[config.mk]
export PLATFORM = sky130hd
export DESIGN_NAME = rv32i_fetch_stage_flat
export DESIGN_NICKNAME = d
export VERILOG_FILES = /design/src/rtl/rv32_pkg.sv /design/src/rtl/rv32i_fetch_stage_if.sv /design/src/rtl/fetch_queue.sv /design/src/rtl/rv32i_fetch_stage.sv /design/src/flat_wrapper.sv
export SDC_FILE = /design/constraint.sdc
export NUM_CORES = 1
export LEC_CHECK = 0
export ABC_CLOCK_PERIOD_IN_PS = 3450
export BUFFER_PORTS_ARGS = -buffer_cell sky130_fd_sc_hd__buf_2
export CORE_ASPECT_RATIO = 0.6
export CORE_MARGIN = 1.5
export CORE_UTILIZATION = 53
export CTS_CLUSTER_DIAMETER = 150
export CTS_CLUSTER_SIZE = 30
export DETAILED_ROUTE_END_ITERATION = 12
export GPL_TIMING_DRIVEN = 0
export PLACE_DENSITY = 0.77
export SYNTH_ARGS = -nofsm -noshare
export SYNTH_HDL_FRONTEND = slang
export SYNTH_SLANG_ARGS = --single-unit
[constraint.sdc]
create_clock -name clk -period 3.45 [get_ports clk]
set_clock_uncertainty 0.2 [all_clocks]
set_input_delay 0.69 -clock clk [delete_from_list [all_inputs] [get_ports clk]]
set_output_delay 0.69 -clock clk [all_outputs]
set_load 0.1 [all_outputs]
[src/rtl/rv32_pkg.sv]
// Shared types and constants for the RV32I instruction fetch stage.
package rv32_pkg;

  typedef enum logic [1:0] {
    IDLE,
    FETCH,
    FLUSH
  } fetch_state_t;

  localparam logic [31:0] NOP_INSTR        = 32'h0000_0013;
  localparam logic [31:0] DEFAULT_RESET_PC = 32'h0000_0000;

endpackage

[src/rtl/rv32i_fetch_stage_if.sv]
// Fetch-stage bus bundle: instruction-memory request/response, redirect and decode handshake.
// master = fetch stage, slave = memory/decode environment.
interface rv32i_fetch_stage_if #(
  parameter int size = 32
);
  logic            imem_req_o;
  logic [size-1:0] imem_addr_o;
  logic            imem_ready_i;
  logic            imem_rvalid_i;
  logic [size-1:0] imem_rdata_i;
  logic            redirect_i;
  logic [size-1:0] redirect_pc_i;
  logic            instr_valid_o;
  logic            instr_ready_i;
  logic [size-1:0] instruction_o;
  logic [size-1:0] pc_o;

  modport master (
    output imem_req_o, imem_addr_o,
    input  imem_ready_i, imem_rvalid_i, imem_rdata_i,
    input  redirect_i, redirect_pc_i,
    output instr_valid_o, instruction_o, pc_o,
    input  instr_ready_i
  );

  modport slave (
    input  imem_req_o, imem_addr_o,
    output imem_ready_i, imem_rvalid_i, imem_rdata_i,
    output redirect_i, redirect_pc_i,
    input  instr_valid_o, instruction_o, pc_o,
    output instr_ready_i
  );
endinterface

[src/rtl/fetch_queue.sv]
// In-order instruction queue of {pc, instruction}; flush wins over push, push+pop same cycle both apply.
module fetch_queue #(
  parameter int DEPTH = 4,
  parameter int WIDTH = 64
) (
  input  logic                     clk,
  input  logic                     reset,
  input  logic                     i_push,
  input  logic [WIDTH-1:0]         i_push_data,
  input  logic                     i_pop,
  input  logic                     i_flush,
  output logic [WIDTH-1:0]         o_head_data,
  output logic [$clog2(DEPTH):0]   o_count,
  output logic                     o_empty,
  output logic                     o_full
);
  localparam int AW = $clog2(DEPTH);

  logic [WIDTH-1:0] r_mem [DEPTH];
  logic [AW-1:0]    r_wr_ptr;
  logic [AW-1:0]    r_rd_ptr;
  logic [AW:0]      r_count;
  logic             w_push;
  logic             w_pop;

  assign o_empty     = (r_count == '0);
  assign o_full      = (r_count == DEPTH[AW:0]);
  assign o_count     = r_count;
  assign o_head_data = r_mem[r_rd_ptr];
  assign w_pop       = i_pop & ~o_empty;
  assign w_push      = i_push & (~o_full | w_pop);

  always_ff @(posedge clk or posedge reset) begin
    if (reset) begin
      r_wr_ptr <= '0;
      r_rd_ptr <= '0;
      r_count  <= '0;
    end else if (i_flush) begin
      r_wr_ptr <= '0;
      r_rd_ptr <= '0;
      r_count  <= '0;
    end else begin
      if (w_push) r_wr_ptr <= r_wr_ptr + 1'b1;
      if (w_pop)  r_rd_ptr <= r_rd_ptr + 1'b1;
      case ({w_push, w_pop})
        2'b10:   r_count <= r_count + 1'b1;
        2'b01:   r_count <= r_count - 1'b1;
        default: r_count <= r_count;
      endcase
    end
  end

  always_ff @(posedge clk) begin
    if (w_push && !i_flush) r_mem[r_wr_ptr] <= i_push_data;
  end

endmodule

[src/rtl/rv32i_fetch_stage.sv]
// RV32I fetch stage: PC generation, credit-limited imem requests, in-order queue toward decode.
// FETCH_TRACE_EN adds a tracer_interface.source port reporting each instruction handed to decode.
//   state | meaning
//   IDLE  | one cycle after reset release, no requests
//   FETCH | issuing requests, responses pushed into the queue
//   FLUSH | after a redirect, discarding responses still in flight
module rv32i_fetch_stage
  import rv32_pkg::*;
#(
  parameter int              size        = 32,
  parameter logic [size-1:0] RESET_PC    = size'(DEFAULT_RESET_PC),
  parameter int              QUEUE_DEPTH = 4
) (
  input  logic                 clk,
  input  logic                 reset,
  rv32i_fetch_stage_if.master  bus
`ifdef FETCH_TRACE_EN
  ,
  tracer_interface.source      tracer_if_o
`endif
);
  localparam int              CW      = $clog2(QUEUE_DEPTH) + 1;
  localparam logic [CW:0]     DEPTH_C = QUEUE_DEPTH[CW:0];
  localparam logic [size-1:0] PC_STEP = size'(4);

  fetch_state_t      r_state;
  logic [size-1:0]   r_fetch_pc;
  logic [size-1:0]   r_resp_pc;
  logic [CW-1:0]     r_outstanding;
  logic [CW-1:0]     r_drop;

  logic [CW-1:0]     w_count;
  logic              w_empty;
  logic              w_full;
  logic [CW:0]       w_inflight;
  logic              w_accept;
  logic              w_push;
  logic              w_pop;
  logic [size-1:0]   w_redirect_pc;
  logic [2*size-1:0] w_head;

  assign w_redirect_pc   = bus.redirect_pc_i & ~size'(3);
  assign w_inflight      = {1'b0, w_count} + {1'b0, r_outstanding};
  // Queue slots are reserved at request time, so a response can always be pushed.
  assign bus.imem_req_o  = (r_state == FETCH) & ~bus.redirect_i & ~w_full & (w_inflight < DEPTH_C);
  assign bus.imem_addr_o = r_fetch_pc;
  assign w_accept        = bus.imem_req_o & bus.imem_ready_i;
  assign w_push          = (r_state == FETCH) & bus.imem_rvalid_i & ~bus.redirect_i;
  assign w_pop           = ~w_empty & bus.instr_ready_i & ~bus.redirect_i;

  always_ff @(posedge clk or posedge reset) begin
    if (reset) begin
      r_state       <= IDLE;
      r_fetch_pc    <= RESET_PC;
      r_resp_pc     <= RESET_PC;
      r_outstanding <= '0;
      r_drop        <= '0;
    end else begin
      case (r_state)
        IDLE: r_state <= FETCH;
        FETCH: begin
          if (bus.redirect_i && r_outstanding != '0) begin
            r_state <= FLUSH;
            // A response arriving with the redirect is already consumed here.
            r_drop  <= r_outstanding - CW'(bus.imem_rvalid_i);
          end
        end
        FLUSH: begin
          if (bus.imem_rvalid_i && r_drop != '0) r_drop <= r_drop - 1'b1;
          if (r_drop == '0 && !bus.redirect_i) r_state <= FETCH;
        end
        default: r_state <= IDLE;
      endcase

      if (bus.redirect_i) begin
        r_fetch_pc    <= w_redirect_pc;
        r_resp_pc     <= w_redirect_pc;
        r_outstanding <= '0;
      end else begin
        if (w_accept) r_fetch_pc <= r_fetch_pc + PC_STEP;
        if (w_push)   r_resp_pc  <= r_resp_pc + PC_STEP;
        case ({w_accept, w_push})
          2'b10:   r_outstanding <= r_outstanding + 1'b1;
          2'b01:   r_outstanding <= r_outstanding - 1'b1;
          default: r_outstanding <= r_outstanding;
        endcase
      end
    end
  end

  fetch_queue #(
    .DEPTH (QUEUE_DEPTH),
    .WIDTH (2*size)
  ) u_queue (
    .clk         (clk),
    .reset       (reset),
    .i_push      (w_push),
    .i_push_data ({r_resp_pc, bus.imem_rdata_i}),
    .i_pop       (w_pop),
    .i_flush     (bus.redirect_i),
    .o_head_data (w_head),
    .o_count     (w_count),
    .o_empty     (w_empty),
    .o_full      (w_full)
  );

  assign bus.instr_valid_o = ~w_empty;
  assign bus.instruction_o = w_empty ? size'(NOP_INSTR) : w_head[size-1:0];
  assign bus.pc_o          = w_empty ? RESET_PC : w_head[2*size-1:size];

`ifdef FETCH_TRACE_EN
  assign tracer_if_o.valid = bus.instr_valid_o & bus.instr_ready_i;
  assign tracer_if_o.pc    = bus.pc_o;
  assign tracer_if_o.instr = bus.instruction_o;
`endif

endmodule

[src/flat_wrapper.sv]
// flat-port wrapper written by rule: the top's interface ports become plain ports
module rv32i_fetch_stage_flat import rv32_pkg::*;
#(
  parameter int              size        = 32,
  parameter logic [size-1:0] RESET_PC    = size'(DEFAULT_RESET_PC),
  parameter int              QUEUE_DEPTH = 4
)
  (clk, reset, bus_imem_req_o, bus_imem_addr_o, bus_imem_ready_i, bus_imem_rvalid_i, bus_imem_rdata_i, bus_redirect_i, bus_redirect_pc_i, bus_instr_valid_o, bus_instruction_o, bus_pc_o, bus_instr_ready_i);
  rv32i_fetch_stage_if #(.size(size)) bus_i ();
  input  logic clk;
  input  logic reset;
  output wire logic [$bits(bus_i.imem_req_o)-1:0] bus_imem_req_o;
  output wire logic [$bits(bus_i.imem_addr_o)-1:0] bus_imem_addr_o;
  input wire logic [$bits(bus_i.imem_ready_i)-1:0] bus_imem_ready_i;
  input wire logic [$bits(bus_i.imem_rvalid_i)-1:0] bus_imem_rvalid_i;
  input wire logic [$bits(bus_i.imem_rdata_i)-1:0] bus_imem_rdata_i;
  input wire logic [$bits(bus_i.redirect_i)-1:0] bus_redirect_i;
  input wire logic [$bits(bus_i.redirect_pc_i)-1:0] bus_redirect_pc_i;
  output wire logic [$bits(bus_i.instr_valid_o)-1:0] bus_instr_valid_o;
  output wire logic [$bits(bus_i.instruction_o)-1:0] bus_instruction_o;
  output wire logic [$bits(bus_i.pc_o)-1:0] bus_pc_o;
  input wire logic [$bits(bus_i.instr_ready_i)-1:0] bus_instr_ready_i;
  assign bus_imem_req_o = bus_i.imem_req_o;
  assign bus_imem_addr_o = bus_i.imem_addr_o;
  assign bus_i.imem_ready_i = bus_imem_ready_i;
  assign bus_i.imem_rvalid_i = bus_imem_rvalid_i;
  assign bus_i.imem_rdata_i = bus_imem_rdata_i;
  assign bus_i.redirect_i = bus_redirect_i;
  assign bus_i.redirect_pc_i = bus_redirect_pc_i;
  assign bus_instr_valid_o = bus_i.instr_valid_o;
  assign bus_instruction_o = bus_i.instruction_o;
  assign bus_pc_o = bus_i.pc_o;
  assign bus_i.instr_ready_i = bus_instr_ready_i;
  rv32i_fetch_stage #(.size(size), .RESET_PC(RESET_PC), .QUEUE_DEPTH(QUEUE_DEPTH)) u_core (.clk(clk), .reset(reset), .bus(bus_i));
endmodule
; Word level (Yosys, flattened, before mapping)
; Memories as Yosys holds them, arrays and structs flattened.
; Cells that the tools add are included.
; W data, S select, Z words.
[word_totals]
out_inout_bits = 98
memories = 1
inputBits = 70
regBits = 79
ram_bits = 256
word_cells = 86
[classes]
reduce_logical = 19
eq_ne = 10
add_sub_neg = 11
bitwise_logic = 14
mux = 22
n_lt_le_gt_ge = 1
[memory_table]
columns = name, words, word_bits, read_ports, rd_ports_with_merged_regs, wr, line
row1 = u_core.u_queue.r_mem, 4, 64, 1, 0, 1, fetch_queue.sv:19  ; logic [WIDTH-1:0] r_mem [DEPTH];
[ops]
columns = cell, count
row1 = $mux W32, 6
row2 = $add A32 B3 Y32 const B, 2
row3 = $pmux W3 S2, 3
row4 = $mux W2, 6
row5 = $mux W3, 4
row6 = $reduce_bool A3 Y1, 4
row7 = $and A1 B1 Y1, 10
row8 = $reduce_bool A2 Y1, 5
row9 = $sub A3 B1 Y3 const B, 3
row10 = $add A3 B1 Y3 const B, 2
row11 = $eq A2 B1 Y1 const B, 3
row12 = $eq A2 B2 Y1 const B, 3
row13 = $logic_not A3 Y1, 2
row14 = $pmux W2 S3, 1
row15 = $add A2 B1 Y2 const B, 2
row16 = $add A3 B3 Y4, 1
row17 = $logic_and A1 B1 Y1, 4
row18 = $lt A4 B3 Y1 const B, 1
row19 = $ne A2 B1 Y1 const B, 2
row20 = $eq A3 B3 Y1 const B, 1
row21 = $not A1 Y1, 3
row22 = $reduce_and A3 Y1, 1
row23 = $sub A3 B1 Y3, 1
row24 = $logic_not A2 Y1, 1
row25 = 5 further kinds, 6

; Logic depth before layout (Yosys ltp)
; Gate-level depths: netlist of the first run.
[logic_depth]
ltp_word = 10
mapped_depth = 10
ltp_nobuf = 10

; Cells and area by module
; Synthesis of the first run repeated with hierarchy kept, for this count alone.
[hier_totals]
cells_unflattened = 914
hier_area_um2 = 14193.6
[modules_own_cells]
columns = mod, area_per_inst_um2, cells_per_inst, seq_area_each_um2, n_inst
row1 = fetch_queue, 9793.1, 399, 7862.5, 1
row2 = rv32i_fetch_stage, 4400.5, 515, 1701.6, 1

; Worst setup path after synthesis of the first run
; Ideal clock, no wire load.
[synth_timing]
path_kind = reg-to-reg
startpoint = reg u_core.r_state[1]
endpoint = mem u_core.u_queue.r_mem[1][0], enable pin
arrival_time_ps = 2899
path_buffers = 0
synth_period_minus_slack_ps = 3526
setup_ps = 426
required_ps = 2824
stages_incl_launch_ff = 6
slack_ps = -76
cell_sequence = dfrtp_1 inv_1 ha_1 nand2_1 nor3_1 and2_1
[synth_via]
elab_chain_cells = 7
[synth_lines]
columns = item, line
row1 = start: declaration, rv32i_fetch_stage.sv:26  ; fetch_state_t r_state;
row2 = start signal: assignment, rv32i_fetch_stage.sv:53  ; r_state <= IDLE;
row3 = start signal: assignment, rv32i_fetch_stage.sv:60  ; IDLE: r_state <= FETCH;
row4 = start signal: assignment, rv32i_fetch_stage.sv:63  ; r_state <= FLUSH;
row5 = $eq A2 B1 Y1, rv32i_fetch_stage.sv:48  ; assign w_push = (r_state == FETCH) & bus.imem_rvalid_i & ~bus.redirect_i;
row6 = $and A1 B1 Y1 (2 in a row), rv32i_fetch_stage.sv:48
row7 = $and A1 B1 Y1, fetch_queue.sv:31  ; assign w_push = i_push & (~o_full | w_pop);
row8 = $logic_and A1 B1 Y1, fetch_queue.sv:54  ; if (w_push && !i_flush) r_mem[r_wr_ptr] <= i_push_data;
row9 = $mux W1, fetch_queue.sv:54
row10 = $mux W1 (implied by the code), fetch_queue.sv:54
row11 = end: declaration, fetch_queue.sv:19
; Every way passes these cells.

; Final worst setup path of the first run
[layout_timing]
startpoint = reg u_core.u_queue.r_rd_ptr[1]
endpoint = out bus_pc_o[13]
[layout_via]
elab_chain_cells = 2
[layout_lines]
columns = item, line
row1 = start: declaration, fetch_queue.sv:21  ; logic [AW-1:0] r_rd_ptr;
row2 = start signal: assignment, fetch_queue.sv:44  ; if (w_pop) r_rd_ptr <= r_rd_ptr + 1'b1;
row3 = $mem_v2 Z4 W64, -
row4 = $mux W32, rv32i_fetch_stage.sv:109  ; assign bus.pc_o = w_empty ? RESET_PC : w_head[2*size-1:size];
row5 = end: declaration, flat_wrapper.sv:21  ; output wire logic [$bits(bus_i.pc_o)-1:0] bus_pc_o;
; Every way passes these cells.

==> summary.md, run 1 <==
| Metric | Value |
|---|---|
| Type of the worst setup path | flip-flop to output port |
| Worst hold path startpoint | bus_imem_rdata_i[1] |
| DRC | 0 |
| Max-slew violation count | 0 |
| Design Area, Final | 15900 um^2 |
| Ys Warns | 0 |
| Reg area | 9330 um^2 |
| H-tree depth | 1 |
| Sink Count | 323 |
| Status | complete, no violations |
| Max Root-Sink Buffers | 3 |
| Final setup fails | 0 |
| Worst Hold Depth | 1 |
| Post-route ant nets | 0 |
| Reg2reg end | u_core.r_outstanding[2] |
| Initial core utilization | 54.7% |
| CP cell instances | clkbuf_2 -> mux4_2 -> and2_1 -> buf_2 |
| Peak Freq | 295 MHz |
| Worst-Skew Late Latency | 510 ps |
| Netlist cell types | 57 |
| Post-route minimum period | 3390 ps |
| Die Y | 129 um |
| Avg Cell Area, Syn | 15.6 um^2 |
| R2R setup slack | 240 ps |
| GRT Residual Overflow | 0 |
| Period Utilization, post-route | 98.3% |
| Reg2Reg Launch Point | u_core.r_state[1] |
| DR vias | 8457 |
| Share of the synthesized area in the top cell type | 53.0% |
| Commonest non-fill, non-tap cell in the layout | edfxtp_1 |
| Hold WS | 193 ps |
| Cell leakage power | 0.00578 uW |
| Crit path max fanout | 10 |
| Final setup TNS | 0 ps |
| Iter 0 DRT Violations | 744 |
| First-pass GRT wire length | 47300 um |
| Hold endpoint | u_core.u_queue.r_mem[1][1] |
| Commonest non-fill, non-tap cells in the layout | edfxtp_1 (248), buf_2 (157), dfrtp_1 (74) |
| Die X | 213 um |
| Buffers added on ports | 160 |
| Cell row count | 45 |
| DPL Wire Length | 21100 um |
| Initial antenna violation count | 1 |
| Slew margin rel. | 43.6% |
| Final Hold Fails | 0 |
| Critical Path RT | 2560 ps |
| Worst Tran Pin Value | 845 ps |
| Vias in the first global route | 8167 |
| # IOs | 168 |
| Maximum capacitance violations | 0 |
| Arrival @ worst endpoint | 2500 ps |
| Final wirelength | 30500 um |
| Reg2Reg Depth | 11 |
| Seq cells post-synth | 323 |
| Synthesis-to-finish area growth | 13.4% |
| Peak VDD IR | 597 uV |
| Clk slew on worst S/H paths | 120 ps |
| HP Class | input pin to flip-flop |
| Placement Cell Area | 15400 um^2 |
| # fillers | 1936 |
| Startpoint Class | flip-flop |
| Synth area leader | edfxtp_1 |
| Root Buffer Master | clkbuf_16 |
| Max incr delay on CP | 720 ps |
| DIE AREA | 27500 um^2 |
| Post-synthesis async set-or-reset flop share | 23.2% |
| DR vias/cell | 5.85 |
| CTS tree | done |
| Buffers and inverters on the worst path | 2 |
| Routability-driven placement congestion ratio | 0.939 |
| Main flop type after synthesis | edfxtp_1 |
| PwrDens | 819 nW/um^2 |
| CP top delay family | flip-flops |
| Register area share after synthesis | 66.3% |
| Mapped Area | 14100 um^2 |
| Core box area | 25700 um^2 |
| RSZ-0062 raised after global routing | no |
| Endpoint class of the critical path | output port |
| Fin nets | 1173 |
| Synth top area cells | edfxtp_1 (53%), dfrtp_1 (13%), mux4_2 (9.9%) |
| Total CTS buffers | 14 |
| EDFF count, synth | 248 |
| Critical-path top delay cell | dfrtp_1 |
| Syn Inst Count | 901 |
| Fraction of layout instances using a drive strength above 1 | 28.7% |
| Pin count of the biggest net entering global routing | 62 |
| Avg WL per Cell | 21.1 um |
| CP Launch Point | u_core.u_queue.r_rd_ptr[1] |
| Multi-input gate area | 4470 um^2 |
| DR pass1 iterations | 5 |
| All-Layer GR Usage | 22.7% |
==> worst max-delay path by stage <==
stage | endpoint | slack (ps) | cells past startpoint
final | bus_pc_o[13] | 60 | 4
after global routing | bus_pc_o[16] | 9 | 5
after CTS | bus_instruction_o[28] | 0.5 | 4
after detailed placement | u_core.r_outstanding[2] | -210 | 9
after global placement | u_core.u_queue.r_mem[3][3] | -480 | 4
after floorplan | bus_instruction_o[22] | 20 | 4
==> metrics by stage <==
step	cells	total power, uW	util, %	worst slack, ps
CTS	1445	13100	62.0	0.489
detailed placement	1421	11100	60.2	-209
finish	1446	13100	62.1	58.2
global placement	1416	11000	59.6	-482
floorplan	904	9960	-	23.6
global route	1445	13600	62.1	9.13
==> cell usage after synthesis, types with 11 or more instances <==
master,n
dfrtp_1,75
mux2_2,17
nor2_1,43
a21oi_1,18
nand2_1,42
xor2_1,13
nand3_1,27
nor4_1,13
nand4_1,13
mux4_2,62
ha_1,16
nor3_1,14
xnor2_1,31
clkbuf_1,29
inv_1,20
o21ai_0,13
and2_1,67
edfxtp_1,248
and3_1,11
==> kinds of logic after synthesis <==
kind of cell / synth area share, %
AO/OA/AOI/OAI: 3.81
XOR/XNOR: 2.74
adder cells (fa/ha/maj): 1.71
buffers and inverters: 2.08
flip-flops: 66.3
multiplexers: 11.9
other: 0.0267
AND/OR/NAND/NOR: 11.3
==> power by group <==
group	internal, uW	switching [uW]	total, uW
Sequential	4500	287	4790
Combinational	1430	4870	6300
Clock	829	1140	1970
==> what timing repair did <==
| action | CTS | global route |
|---|---|---|
| gates cloned | 0 | 0 |
| setup endpoints to repair | 64 | 153 |
| setup buffers | 1 | 0 |
| gates resized for setup | 17 | 13 |
| pin swaps | 1 | 0 |
| hold endpoints to repair | 27 | 0 |
| hold buffers | 1 | 0 |
==> flip-flops by register name (all words and copies together), names as in the netlist <==
name	flops
u_core.u_queue.r_mem	248
u_core.u_queue.r_wr_ptr	2
u_core.r_drop	3
u_core.r_resp_pc	30
u_core.u_queue.o_count	3
u_core.bus.imem_addr_o	30
u_core.r_outstanding	3
u_core.r_state	2
u_core.u_queue.r_rd_ptr	2
==> final cells by class <==
type / instances / share of cell area (%)
Clock inverter: 1 / 0.0550
Inverter: 22 / 0.534
Sequential cell: 323 / 58.5
Antenna cell: 1 / 0.0157
Clock buffer: 23 / 2.54
Tap cell: 352 / 2.76
Multi-Input combinational cell: 512 / 28.0
Timing Repair Buffer: 167 / 6.07
Buffer: 45 / 1.44
==> layer usage <==
metal	track usage, %	vias up	routed length, um
met4	4.23	0	462
met5	0	-	0
met1	34.8	4304	13800
met2	34.8	333	13800
met3	3.90	35	2410
li1	-	3785	-
Power figures use the tool's default switching activity.
==> inputs of run 2 (changes only) <==
--- a/config.mk
+++ b/config.mk
@@ -5,6 +5,7 @@
 export SDC_FILE = /design/constraint.sdc
 export NUM_CORES = 1
 export LEC_CHECK = 0
+export ABC_AREA = 1
 export ABC_CLOCK_PERIOD_IN_PS = 3450
 export BUFFER_PORTS_ARGS = -buffer_cell sky130_fd_sc_hd__buf_2
 export CORE_ASPECT_RATIO = 0.6
@@ -14,7 +15,7 @@
 export CTS_CLUSTER_SIZE = 30
 export DETAILED_ROUTE_END_ITERATION = 12
 export GPL_TIMING_DRIVEN = 0
-export PLACE_DENSITY = 0.77
+export PLACE_DENSITY = 0.76
 export SYNTH_ARGS = -nofsm -noshare
 export SYNTH_HDL_FRONTEND = slang
 export SYNTH_SLANG_ARGS = --single-unit
==> run 2 against run 1 <==
- critical path depth increased by 3
- via count increased by 42%
- critical endpoint is now bus_instruction_o[16]
- utilization grew 0.74 points
- sequential share of layout area fell by 4.8 points
- total power rose by 12%
- flip-flop and latch count is the same
- highest routed layer is now met5
- die area up 6.4%
- cell area increased by 8.9%
- largest cell class unchanged
- sequential power is 4.6% higher
- combinational power is 21% higher
==> summary.md, run 2 <==
| Metric | Value |
|---|---|
| Sink Count | 323 (unchanged) |
| # IOs | 168 (unchanged) |
| H-tree depth | 1 (unchanged) |
| Status | complete, no violations |
| Final Hold Fails | 0 (unchanged) |
| Avg Cell Area, Syn | 9.60 um^2 (-38%) |
| Buffers added on ports | 161 (+0.63%) |
| Final setup TNS | 0 ps (unchanged) |
| Worst Tran Pin Value | 844 ps (-1.29 ps) |
| DIE AREA | 29300 um^2 (+6.4%) |
| Core box area | 27600 um^2 (+7.7%) |
| CTS tree | done |
| Peak Freq | 296 MHz (+0.32%) |
| All-Layer GR Usage | 28.1% (+5.4 points) |
| Peak VDD IR | 880 uV (+47%) |
| Iter 0 DRT Violations | 1132 (+52%) |
| Endpoint class of the critical path | output port |
| DPL Wire Length | 29200 um (+38%) |
| Post-route ant nets | 0 (unchanged) |
| Synth area leader | edfxtp_1 |
| Clk slew on worst S/H paths | 110 ps (about the same) |
| Period Utilization, post-route | 98.0% (-0.31 points) |
| Max Root-Sink Buffers | 3 (unchanged) |
| Reg2reg end | u_core.r_outstanding[2] |
| Setup WS post-layout | 69.1 ps (+10.8 ps) |
| Type of the worst setup path | flip-flop to output port |
| Commonest non-fill, non-tap cells in the layout | nor2_1 (351), nand2_1 (323), edfxtp_1 (248) |
| Arrival @ worst endpoint | 2490 ps (about the same) |
| Reg2Reg Depth | 14 (+3) |
| DR vias | 12009 (+42%) |
| HP Class | input pin to flip-flop |
| Max-slew violation count | 0 (unchanged) |
| First-pass GRT wire length | 62700 um (+33%) |
| Final setup fails | 0 (unchanged) |
| Initial antenna violation count | 1 (unchanged) |
| Die Y | 133 um (+3.1%) |
| Avg WL per Cell | 19.3 um (-8.3%) |
| Cell row count | 47 (+4.4%) |
| Pin count of the biggest net entering global routing | 67 (+8.1%) |
| # fillers | 2260 (+17%) |
| Ys Warns | 0 (unchanged) |
| RSZ-0062 raised after global routing | yes |
| Maximum capacitance violations | 0 (unchanged) |
| Hold WS | 190 ps (-2.77 ps) |
| DR pass1 iterations | 5 (unchanged) |
| Seq cells post-synth | 323 (unchanged) |
| Root Buffer Master | clkbuf_16 |
| Design Power | 14600 uW (+12%) |
| EDFF count, synth | 248 (unchanged) |
| Reg2Reg Launch Point | u_core.u_queue.o_count[2] |
| Cell leakage power | 0.00684 uW (+18%) |
| GRT Residual Overflow | 0 (unchanged) |
| Crit path max fanout | 10 (unchanged) |
| Slew margin rel. | 43.7% (+0.086 points) |
| Worst slack, placed | 105 ps (+314 ps) |
| Worst Hold Depth | 1 (unchanged) |
| Final wirelength | 41200 um (+35%) |
| Total CTS buffers | 14 (unchanged) |
| Commonest non-fill, non-tap cell in the layout | nor2_1 |
| Max reg flops | 248 (unchanged) |
| Fin nets | 1841 (+57%) |
| Syn Inst Count | 1560 (+73%) |
| Worst hold path startpoint | bus_imem_rdata_i[29] |
| Netlist cell types | 44 (-23%) |
| Critical Path RT | 2560 ps (about the same) |
| Die X | 220 um (+3.2%) |
| Post-synthesis async set-or-reset flop share | 23.2% (unchanged) |
| Diode count | 0 (-1) |
| Top cells by count, synth | nor2_1 (355), nand2_1 (323), edfxtp_1 (248) |
| Main flop type after synthesis | edfxtp_1 |
| Cell with the most instances after synthesis | nor2_1 |
| Worst-Skew Late Latency | 520 ps (about the same) |
| Startpoint Class | flip-flop |
| Synth top area cells | edfxtp_1 (50%), dfrtp_1 (13%), nor2_1 (8.9%) |
| Mapped Area | 15000 um^2 (+6.5%) |
| Top reg by flops | u_core.u_queue.r_mem |
| Register area share after synthesis | 62.3% (-4.1 points) |
| DR vias/cell | 5.64 (-3.5%) |
| Routability-driven placement congestion ratio | 0.944 (+0.51%) |
| Fraction of layout instances using a drive strength above 1 | 17.3% (-11 points) |
| Synthesis-to-finish area growth | 16.0% |
| Vias in the first global route | 10982 (+34%) |
| Initial core utilization | 54.2% (-0.56 points) |
| Hold endpoint | u_core.u_queue.r_mem[3][29] |
| Share of the synthesized area in the top cell type | 49.7% (-3.3 points) |
| DRC | 0 (unchanged) |
| PwrDens | 844 nW/um^2 (+3.0%) |
| Post-route minimum period | 3380 ps (-10.8 ps) |
| R2R setup slack | 680 ps (+440 ps) |
-- run 2: changes by cell type after synthesis, sizes merged, moves of 13 or more --
| cell | change |
|---|---|
| mux2 | -17 |
| and2 | -67 |
| nand3b | +13 |
| nor2 | +317 |
| o211ai | +13 |
| a21oi | +62 |
| mux4 | -62 |
| o21ai | +137 |
| inv | +72 |
| nor4 | -16 |
| nand2 | +285 |
| nand3 | +24 |
| xnor2 | -25 |
-- run 2: layer usage --
metal  share of wire, %  vias to the layer above  track usage, %  routed length (um)
met5              0.032                        -               0                  13
met4                1.7                        2            5.25                 715
met3                9.9                       45            5.53                4090
met2                 43                      565            40.3               17700
met1                 45                     5791            44.8               18600
li1                   -                     5606               -                   -
-- run 2: cells by family (layout without fill, tap and decap cells) --
kind of cell	Yosys count	after routing	synth area share [%]
AOI/OAI and AO/OA	262	262	9.54
muxes	1	1	0.0669
other	1	4	0.0250
DFF	323	323	62.3
xor gates and xnor gates	20	20	1.17
buffers and inverters	162	360	4.51
and+or+nand+nor	773	773	20.8
adders and majority gates	18	18	1.60
-- run 2: worst max path at each step --
stage | startpoint | end | slack (ps) | cells after the start
3_3_place_gp | bus_redirect_i | u_core.u_queue.r_mem[3][6] | -3190 | 5
6_report | u_core.u_queue.r_rd_ptr[0] | bus_instruction_o[16] | 70 | 7
5_1_grt | u_core.u_queue.r_rd_ptr[0] | bus_instruction_o[16] | -30 | 7
2_1_floorplan | bus_redirect_i | u_core.u_queue.r_mem[0][0] | -940 | 4
4_1_cts | u_core.u_queue.r_rd_ptr[0] | bus_pc_o[31] | 2 | 6
3_5_place_dp | u_core.u_queue.r_rd_ptr[1] | bus_pc_o[18] | 110 | 7
-- run 2: metrics by stage --
stage	instances	util, %	area, um^2
after floorplan	1563	-	15100
after global placement	2091	59.4	16400
after detailed placement	2100	60.2	16600
after CTS	2125	62.3	17200
after global routing	2128	62.8	17400
final	2128	62.8	17400
-- run 2: power breakdown --
part | internal (uW) | switching (uW)
Clock | 830 | 1190
Combinational | 1590 | 6030
Sequential | 4590 | 418
Total | 7010 | 7640
-- run 2: area by class of cell --
cell class	instances	area [um^2]	area share, %
clock buffer	23	405	2.33
multi-input combinational	1078	5200	30.0
timing repair buffer	175	1270	7.29
tap	367	459	2.64
clock inverter	1	8.76	0.0504
inverter	93	352	2.02
sequential	323	9330	53.7
buffer	68	344	1.98
-- run 2: critical path: stages, from the launching register on --
cell and delay (ps):
dfrtp_1 380, buf_2 190, inv_2 190, buf_4 240, buf_2 280, o21ai_0 170
a21oi_2 160, clkbuf_4 360
-- run 2: what timing repair did --
action | in CTS | in global routing
resized for setup | 57 | 50
endpoints found under the hold margin | 9 | 0
setup buffers | 1 | 3
hold buffers | 1 | 0
setup endpoints to repair | 62 | 36
pin swaps | 1 | 0
==> inputs of run 3 (changes only) <==
--- a/config.mk
+++ b/config.mk
@@ -8,14 +8,15 @@
 export ABC_AREA = 1
 export ABC_CLOCK_PERIOD_IN_PS = 3450
 export BUFFER_PORTS_ARGS = -buffer_cell sky130_fd_sc_hd__buf_2
+export CELL_PAD_IN_SITES_DETAIL_PLACEMENT = 0
+export CELL_PAD_IN_SITES_GLOBAL_PLACEMENT = 1
 export CORE_ASPECT_RATIO = 0.6
-export CORE_MARGIN = 1.5
-export CORE_UTILIZATION = 53
+export CORE_UTILIZATION = 41
 export CTS_CLUSTER_DIAMETER = 150
 export CTS_CLUSTER_SIZE = 30
 export DETAILED_ROUTE_END_ITERATION = 12
 export GPL_TIMING_DRIVEN = 0
-export PLACE_DENSITY = 0.76
+export PLACE_DENSITY_LB_ADDON = 0.1
 export SYNTH_ARGS = -nofsm -noshare
 export SYNTH_HDL_FRONTEND = slang
 export SYNTH_SLANG_ARGS = --single-unit
==> run 3 against run 2 <==
- cell area up 0.82%
- largest power group unchanged
- sequential power about the same
- non-clock buffer count down 3
- via count down 3.8%
- clock power about the same
- critical path depth unchanged
- count of clock-buffer cells in the layout unchanged
- flip-flop and latch count unchanged
- register-to-register slack worse by 90 ps
==> summary.md, run 3 (synthesis gave the netlist of run 2 again) <==
| Metric | Value |
|---|---|
| Part of the power in registers | 34.0% (-0.2 points) |
| Clock group share of total power | 13.9% (about the same) |
| Root Buffer Master | clkbuf_16 |
| Sink Count | 323 (unchanged) |
| Core box area | 35500 um^2 (+28%) |
| DPL Wire Length | 31500 um (+7.8%) |
| Maximum capacitance violations | 0 (unchanged) |
| Die X | 249 um (+13%) |
| Status | complete, no violations |
| Avg WL per Cell | 19.7 um (+1.9%) |
| Peak VDD IR | 613 uV (-30%) |
| Cell row count | 53 (+13%) |
| Design Power | 14700 uW (+0.64%) |
| Peak Freq | 298 MHz (+0.72%) |
| DR vias | 11558 (-3.8%) |
| DR pass1 iterations | 5 (unchanged) |
| Crit path max fanout | 10 (unchanged) |
| Internal | 7060 uW (+0.72%) |
| PwrDens | 842 nW/um^2 (-0.18%) |
| Max Root-Sink Buffers | 3 (unchanged) |
| H-tree depth | 1 (unchanged) |
| Max-slew violation count | 0 (unchanged) |
| Total CTS buffers | 14 (unchanged) |
| Startpoint Class | flip-flop |
| Max reg flops | 248 (unchanged) |
| Reg2Reg Launch Point | u_core.u_queue.o_count[2] |
| Die Y | 150 um (+13%) |
| RSZ-0062 raised after global routing | yes |
| Routability-driven placement congestion ratio | 0.889 (-5.8%) |
| Buffers added on ports | 161 (unchanged) |
| Arrival @ worst endpoint | 2470 ps (-20 ps) |
| Fin nets | 1838 (-0.16%) |
| Period Utilization, post-route | 97.3% (-0.70 points) |
| GRT Residual Overflow | 0 (unchanged) |
| # IOs | 168 (unchanged) |
| HP Class | input pin to flip-flop |
| Post-route minimum period | 3360 ps (-24.3 ps) |
| # fillers | 3328 (+47%) |
| Commonest non-fill, non-tap cell in the layout | nor2_1 |
| Synthesis-to-finish area growth | 16.9% |
| DIE AREA | 37300 um^2 (+27%) |
| Final Hold Fails | 0 (unchanged) |
| CP Launch Point | u_core.u_queue.r_rd_ptr[0] |
| Worst Tran Pin Value | 887 ps (+42.7 ps) |
| Initial antenna violation count | 0 (-1) |
| Hold WS | 168 ps (-21.9 ps) |
| First-pass GRT wire length | 65800 um (+4.9%) |
| Slew margin rel. | 40.7% (-3.0 points) |
| Combinational power share | 52.1% (about the same) |
| Endpoint class of the critical path | output port |
| All-Layer GR Usage | 23.6% (-4.5 points) |
| Clk slew on worst S/H paths | 120 ps (about the same) |
| Worst-Skew Late Latency | 540 ps (+20 ps) |
| Worst hold path startpoint | bus_imem_rdata_i[19] |
| Iter 0 DRT Violations | 1066 (-5.8%) |
| Type of the worst setup path | flip-flop to output port |
| Fraction of layout instances using a drive strength above 1 | 17.2% (-0.027 points) |
| Critical Path RT | 2560 ps (about the same) |
| Sw Ratio | 52.1% (about the same) |
| Pin count of the biggest net entering global routing | 56 (-16%) |
| Diode count | 0 (unchanged) |
| Vias in the first global route | 10375 (-5.5%) |
| DR vias/cell | 5.19 (-8.0%) |
| DRC | 0 (unchanged) |
| CTS tree | done |
| Final setup fails | 0 (unchanged) |
| Commonest non-fill, non-tap cells in the layout | nor2_1 (351), nand2_1 (323), edfxtp_1 (248) |
| Cell leakage power | 0.00685 uW (+0.17%) |
| Initial core utilization | 42.2% (-12 points) |
| NetSw | 7680 uW (+0.57%) |
| Final wirelength | 43900 um (+6.6%) |
| Post-route ant nets | 0 (unchanged) |
| Top reg by flops | u_core.u_queue.r_mem |
## run 3: cell types whose count changed in the layout (fill, tap and decap cells not counted), sizes merged
cell | previous run | this run
buf | 189 | 192
clkbuf | 76 | 70
## run 3: per-layer routing
layer,up-vias,global-route usage [%],routed length (um)
met2,334,32.6,17700
met5,-,0,0
li1,5599,-,-
met4,0,2.95,363
met1,5604,38.4,22600
met3,21,4.54,3230
## run 3: path summary, 6_finish.rpt
kind                                               end  slack [ps]  cells past startpoint
min reg2reg                u_core.u_queue.r_mem[3][45]         390                      0
max in group asynchronous         u_core.r_resp_pc[24]        1970                      4
max                               bus_instruction_o[4]          90                      7
min                        u_core.u_queue.r_mem[0][19]         170                      1
max reg2reg                    u_core.r_outstanding[2]         590                     14
min in group asynchronous            u_core.r_state[0]         460                      3
## run 3: per-stage QoR
step,worst slack [ps],area (um^2),util [%],TNS (ps),std cells
after CTS,1.40,17400,49.0,0,2225
after global placement,-3390,16500,46.6,-897070,2191
after global routing,-43.5,17500,49.3,-85.3,2225
after floorplan,-937,15100,-,-233020,1563
after detailed placement,95.1,16800,47.3,0,2200
final,93.3,17500,49.3,0,2225
## run 3: layout make-up
class / instances / area [um^2] / area share (%)
multi-input cells: 1078 / 5190 / 29.7
repair buffers: 172 / 1280 / 7.33
inverters: 93 / 352 / 2.01
clock buffers: 23 / 405 / 2.32
well taps: 467 / 584 / 3.34
clock inverters: 1 / 8.76 / 0.0500
plain buffers: 68 / 355 / 2.03
flip-flops and latches: 323 / 9330 / 53.3
## run 3: what timing repair did
action / 4_1_cts / 5_1_grt
gates resized for setup: 68 / 57
buffers inserted: 1 / 0
hold endpoints to repair: 20 / 0
cloned: 0 / 0
endpoints found under the setup margin: 62 / 58
hold buffers: 1 / 0
pin swaps: 1 / 1
## run 3: power groups by stage
stage	logic [uW]	clock network (uW)	registers, uW
2_1_floorplan	5210	0	5520
3_3_place_gp	7180	0	5100
3_5_place_dp	7250	0	5090
4_1_cts	7550	2100	5010
5_1_grt	8120	2200	5070
6_report	7690	2040	5010
## run 3: worst max-delay path: stages, from the launching register on
cell and delay (ps):
dfrtp_1 370, buf_2 200, inv_2 200, buf_4 240, clkbuf_4 240, nor2_1 70, o311ai_2 340, buf_6 280
